File: src/rtl/inst_mem_loader.sv
// Debug-write side of the instruction memory: packs a big-endian byte stream into words and
// strobes them into ascending word addresses. Define INST_LOADER_CHECKSUM_EN for the XOR trailer.
module inst_mem_loader #(
    parameter int unsigned          NBITS     = 8,
    parameter int unsigned          INST_BITS = 32,
    parameter int unsigned          CELLS     = 256,
    parameter logic [INST_BITS-1:0] HALT_INST = 32'hFFFFFFFF
) (
    input  logic                 i_clk,
    input  logic                 i_rst,
    input  logic                 i_start,
    input  logic [NBITS-1:0]     i_rx_data,
    input  logic                 i_rx_valid,
    output logic                 o_rx_ready,
    output logic [INST_BITS-1:0] o_dbg_addr,
    output logic [INST_BITS-1:0] o_dbg_inst,
    output logic                 o_dbg_wr_en,
    output logic                 o_busy,
    output logic                 o_done,
    output logic                 o_overflow,
    output logic [INST_BITS-1:0] o_inst_count,
    output logic                 o_chk_err
);

    localparam int unsigned          BYTES      = INST_BITS / NBITS;
    localparam int unsigned          IDX_W      = (BYTES > 1) ? $clog2(BYTES) : 1;
    localparam logic [IDX_W-1:0]     LAST_IDX   = IDX_W'(BYTES - 1);
    localparam logic [IDX_W-1:0]     IDX_STEP   = IDX_W'(1);
    localparam logic [INST_BITS-1:0] LAST_ADDR  = INST_BITS'(CELLS - 4);
    localparam logic [INST_BITS-1:0] ADDR_STEP  = INST_BITS'(4);
    localparam logic [INST_BITS-1:0] COUNT_STEP = INST_BITS'(1);

    typedef enum logic [2:0] {StIdle, StRecv, StLatch, StStrobe, StCheck, StDone} state_t;

    state_t                     state;
    logic [IDX_W-1:0]           idx;
    logic [INST_BITS-NBITS-1:0] shift;
`ifdef INST_LOADER_CHECKSUM_EN
    logic [NBITS-1:0]           csum;
    logic                       chk_err;
    assign o_chk_err = chk_err;
`else
    assign o_chk_err = 1'b0;
`endif

    always_ff @(posedge i_clk) begin
        if (i_rst) begin
            state        <= StIdle;
            idx          <= '0;
            shift        <= '0;
            o_rx_ready   <= 1'b0;
            o_dbg_addr   <= '0;
            o_dbg_inst   <= '0;
            o_dbg_wr_en  <= 1'b0;
            o_busy       <= 1'b0;
            o_done       <= 1'b0;
            o_overflow   <= 1'b0;
            o_inst_count <= '0;
`ifdef INST_LOADER_CHECKSUM_EN
            csum         <= '0;
            chk_err      <= 1'b0;
`endif
        end else begin
            unique case (state)
                StIdle, StDone: begin
                    if (i_start) begin
                        state        <= StRecv;
                        idx          <= '0;
                        o_rx_ready   <= 1'b1;
                        o_busy       <= 1'b1;
                        o_done       <= 1'b0;
                        o_overflow   <= 1'b0;
                        o_dbg_addr   <= '0;
                        o_inst_count <= '0;
`ifdef INST_LOADER_CHECKSUM_EN
                        csum         <= '0;
                        chk_err      <= 1'b0;
`endif
                    end
                end
                StRecv: begin
                    if (i_rx_valid && o_rx_ready) begin
`ifdef INST_LOADER_CHECKSUM_EN
                        csum <= csum ^ i_rx_data;
`endif
                        if (idx == LAST_IDX) begin
                            o_dbg_inst <= {shift, i_rx_data};
                            o_rx_ready <= 1'b0;
                            idx        <= '0;
                            state      <= StLatch;
                        end else begin
                            shift <= {shift[INST_BITS-2*NBITS-1:0], i_rx_data};
                            idx   <= idx + IDX_STEP;
                        end
                    end
                end
                StLatch: state <= StStrobe;
                // Two cycles here: first raises wr_en, second drops it and decides what follows.
                StStrobe: begin
                    if (!o_dbg_wr_en) begin
                        o_dbg_wr_en <= 1'b1;
                    end else begin
                        o_dbg_wr_en  <= 1'b0;
                        o_inst_count <= o_inst_count + COUNT_STEP;
                        if (o_dbg_inst == HALT_INST) begin
`ifdef INST_LOADER_CHECKSUM_EN
                            state      <= StCheck;
                            o_rx_ready <= 1'b1;
`else
                            state      <= StDone;
                            o_busy     <= 1'b0;
                            o_done     <= 1'b1;
`endif
                        end else if (o_dbg_addr >= LAST_ADDR) begin
                            state      <= StDone;
                            o_busy     <= 1'b0;
                            o_done     <= 1'b1;
                            o_overflow <= 1'b1;
                        end else begin
                            o_dbg_addr <= o_dbg_addr + ADDR_STEP;
                            o_rx_ready <= 1'b1;
                            state      <= StRecv;
                        end
                    end
                end
`ifdef INST_LOADER_CHECKSUM_EN
                StCheck: begin
                    if (i_rx_valid && o_rx_ready) begin
                        chk_err    <= (i_rx_data != csum);
                        o_rx_ready <= 1'b0;
                        o_busy     <= 1'b0;
                        o_done     <= 1'b1;
                        state      <= StDone;
                    end
                end
`endif
                default: state <= StIdle;
            endcase
        end
    end

endmodule

File: config.mk
export PLATFORM = sky130hd
export DESIGN_NAME = inst_mem_loader
export DESIGN_NICKNAME = d
export VERILOG_FILES = /design/src/rtl/inst_mem_loader.sv
export SDC_FILE = /design/constraint.sdc
export NUM_CORES = 1
export LEC_CHECK = 0
export CAP_MARGIN = 5
export CORE_UTILIZATION = 54
export DETAILED_ROUTE_END_ITERATION = 7
export PLACE_DENSITY = 0.82
export SYNTH_ARGS = -nofsm -noshare
export SYNTH_HDL_FRONTEND = slang
export SYNTH_SLANG_ARGS = --single-unit
File: constraint.sdc
create_clock -name i_clk -period 3.2 [get_ports i_clk]
set_input_delay 0.32 -clock i_clk [delete_from_list [all_inputs] [get_ports i_clk]]
set_output_delay 0.32 -clock i_clk [all_outputs]
set_load 0.01 [all_outputs]
==> flow_metrics.env <==
export IMPL_overflow=0
export IMPL_grt_usage_pct=27.2
export IMPL_synth_async_reset_ratio_pct=0
export IMPL_drc_errors=0
export IMPL_die_w_um=101
export IMPL_synth_area_mm2=0.00528
export IMPL_port_buffers=110
export IMPL_clock_skew_ns=0.00777
export IMPL_gp_congestion=0.821
export IMPL_tns_ns=0
export IMPL_grt_pass1_vias=4516
export IMPL_max_cap_violations=0
export IMPL_outcome="complete, no violations"
export IMPL_postCtsSetupRepairBufs=0
export IMPL_syn_inst=600
export IMPL_die_y_um=101
export IMPL_worst_setup_path_start_kind="flop"
export IMPL_layout_drive_gt1_share_pct=7.68
export IMPL_ctsLongestPathBuffers=2
export IMPL_grt_max_degree=68
export IMPL_setup_viol=0
export IMPL_whs_path_depth=3
export IMPL_synth_area_per_cell_um2=8.80
export IMPL_finalCritPeriodShare_pct=75.5
export IMPL_power_leakage_nw=2.58
export IMPL_regArea_mm2=0.00256
export IMPL_worst_slew_pin_slew_ns=1.17
export IMPL_design_area_mm2=0.00708
export IMPL_nNetsFinal=718
export IMPL_hold_viol=0
export IMPL_worstSkewPairLatency_ns=0.51
export IMPL_synth_edf_count=0
export IMPL_initialDrtViolationCount=304
export IMPL_crit_fanout=18
export IMPL_synth_largest_area_cell="dfxtp_1"
export IMPL_holdPathEnd="o_busy"
export IMPL_ios=114
export IMPL_antenna_found_initial=0
export IMPL_p_per_area_mw_per_mm2=579
export IMPL_slew_headroom_pct=21.8
export IMPL_grt_pass1_wl_um=21600
export IMPL_ys_seq_area_share_pct=48.5
export IMPL_areaGrowthSynthToFinish_pct=34.1
export IMPL_r2r_slack_ns=0.78
export IMPL_drv_slew=0
export IMPL_placement_rows=35
export IMPL_reg2reg_from="state[0]"
export IMPL_start_util_pct=56.3
export IMPL_fmax_mhz=414
export IMPL_r2r_end="o_inst_count[29]"
export IMPL_min_from="i_rst"
export IMPL_clockRootBuffer="clkbuf_8"
export IMPL_clock_sinks=128
export IMPL_r2r_cells=5
export IMPL_finalWirelength_um=13400
export IMPL_cts_buffers=17
export IMPL_first_pass_iters=5
export IMPL_critical_path_arrival_ns=2.85
export IMPL_multi_input_comb_area_mm2=0.00252
export IMPL_rsz0062_at_grt="no"
export IMPL_placed_cell_area_mm2=0.00644
export IMPL_antennaDiodeCount=0
export IMPL_synth_cell_types=53
export IMPL_critPathCaptureType="flop"
export IMPL_synth_seq_cells=128
export IMPL_core_area_mm2=0.00937
export IMPL_worstPathRequired_ns=3.63
export IMPL_fillers=686
export IMPL_cts_tree="yes"
export IMPL_hold_class="in2reg"
export IMPL_clk_pin_slew_ns=0.06
export IMPL_period_minus_slack_ns=2.42
export IMPL_detail_route_wl_per_cell_um=15.8
export IMPL_vias=4813
export IMPL_hold_buffers=0
export IMPL_avgViaCountPerCell=5.70
export IMPL_ys_top_cells_by_area="dfxtp_1, nand2_1, mux2i_1, a21oi_1, nor2_1"
export IMPL_ir_worst_vdd_mv=0.495
export IMPL_synth_flop_cell="dfxtp_1"
export IMPL_dpl_hpwl_um=8760
export IMPL_dieArea_mm2=0.0102
export IMPL_crit_type="reg2reg"
export IMPL_final_antenna_net_count=0
export IMPL_synth_top_area_share_pct=48.5
export IMPL_cts_resized=0
export IMPL_cts_htree_levels=4
export IMPL_yosysWarnings=0
## critical path: stages, from the launching register on
cell and delay [ns]:
dfxtp_1 0.46, or3b_4 0.48, a21oi_4 0.43, o2111ai_4 0.31, or4_1 0.49, a21oi_1 0.17
## routing by layer
| metal | up-vias | global-route usage [%] | share of wire, % |
|---|---|---|---|
| met1 | 2318 | 34.6 | 44 |
| li1 | 2306 | - | - |
| met4 | 0 | 10.0 | 1.3 |
| met2 | 171 | 45.2 | 49 |
| met5 | - | 0 | 0 |
| met3 | 18 | 6.31 | 6.5 |
## worst max-delay path by stage
| stage | slack, ns | from | to | cells past startpoint |
|---|---|---|---|---|
| 2_1_floorplan | 1.31 | o_inst_count[15] | o_inst_count[27] | 5 |
| 3_3_place_gp | 0.59 | i_start | o_inst_count[29] | 6 |
| 3_5_place_dp | 0.50 | i_start | o_inst_count[29] | 6 |
| 4_1_cts | 0.80 | state[0] | o_inst_count[29] | 5 |
| 5_1_grt | 0.65 | state[0] | o_inst_count[25] | 5 |
| 6_report | 0.78 | state[0] | o_inst_count[29] | 5 |
## power breakdown
group	switching (W)	internal, W	total (W)
clock	0.000714	0.00137	0.00208
sequential	0.0000515	0.00163	0.00168
combinational	0.000195	0.000142	0.000337
## cells in the mapped netlist (all sizes together), types with 2 or more instances
master,n
mux2,2
o211ai,8
o21ai,20
or4,5
buf,12
inv,12
nor2,63
nand2b,2
dfxtp,128
nor3,9
ha,3
and4,3
o2111ai,6
nand4,19
or2,6
nand3,12
o31ai,5
a21oi,57
xnor2,2
a22oi,2
clkbuf,23
mux2i,29
or3,17
nor4,12
xor2,13
and2,25
and3,7
nand2,80
o21a,3
nor4b,2
## placed cells by master (no fill, tap or decap), types with 3 or more instances in the layout
cell	n
dfxtp_1	128
clkdlybuf4s50_1	109
nand2_1	80
nor2_1	63
a21oi_1	56
mux2i_1	29
and2_1	25
nand4_1	18
or3_1	17
clkbuf_16	16
xor2_1	13
nand3_1	12
nor4_1	12
o21ai_0	12
inv_1	11
o211ai_1	8
and3_1	7
o21ai_1	7
nor3_1	7
buf_4	7
o31ai_1	5
or4_1	5
or2_2	5
bufinv_16	5
o2111ai_1	4
and4_1	3
o21a_1	3
ha_1	3
conb_1	3
clkinv_4	3
## state kept, by name, indices dropped and copies added, names as in the netlist, 2 cells and up
signal and cells:
o_dbg_inst 32, o_inst_count 32, o_dbg_addr 30, shift 24
state 3, idx 2
## per-stage QoR
step           worst slack [ns]  utilization, %  hold WS (ns)  cells  total power, W
2_1_floorplan              1.31               -         0.432    602         0.00195
3_3_place_gp              0.590            68.7         0.439    813         0.00203
3_5_place_dp              0.501            68.7         0.447    813         0.00204
4_1_cts                   0.797            75.6         0.126    845         0.00410
5_1_grt                   0.655            75.6         0.136    845         0.00421
6_report                  0.783            75.6         0.136    845         0.00410
## kinds of logic (layout without fill, tap and decap cells)
group	count (synthesis)	count (layout)	share of synthesized area, %
flops	128	128	48.5
fa+ha+maj	3	3	0.711
buf+inv	47	161	4.01
xor+xnor	15	15	2.49
simple gates	267	267	25.4
mux	31	31	5.93
compound gates	108	108	12.9
other cells	1	3	0.0710
## layout make-up
class | instances | area share [%]
tap | 129 | 2.28
multi-input combinational | 427 | 35.6
clock inverter | 13 | 2.97
inverter | 12 | 0.636
clock buffer | 19 | 6.10
sequential | 128 | 36.2
timing repair buffer | 117 | 16.2
Power figures use the tool's default switching activity.
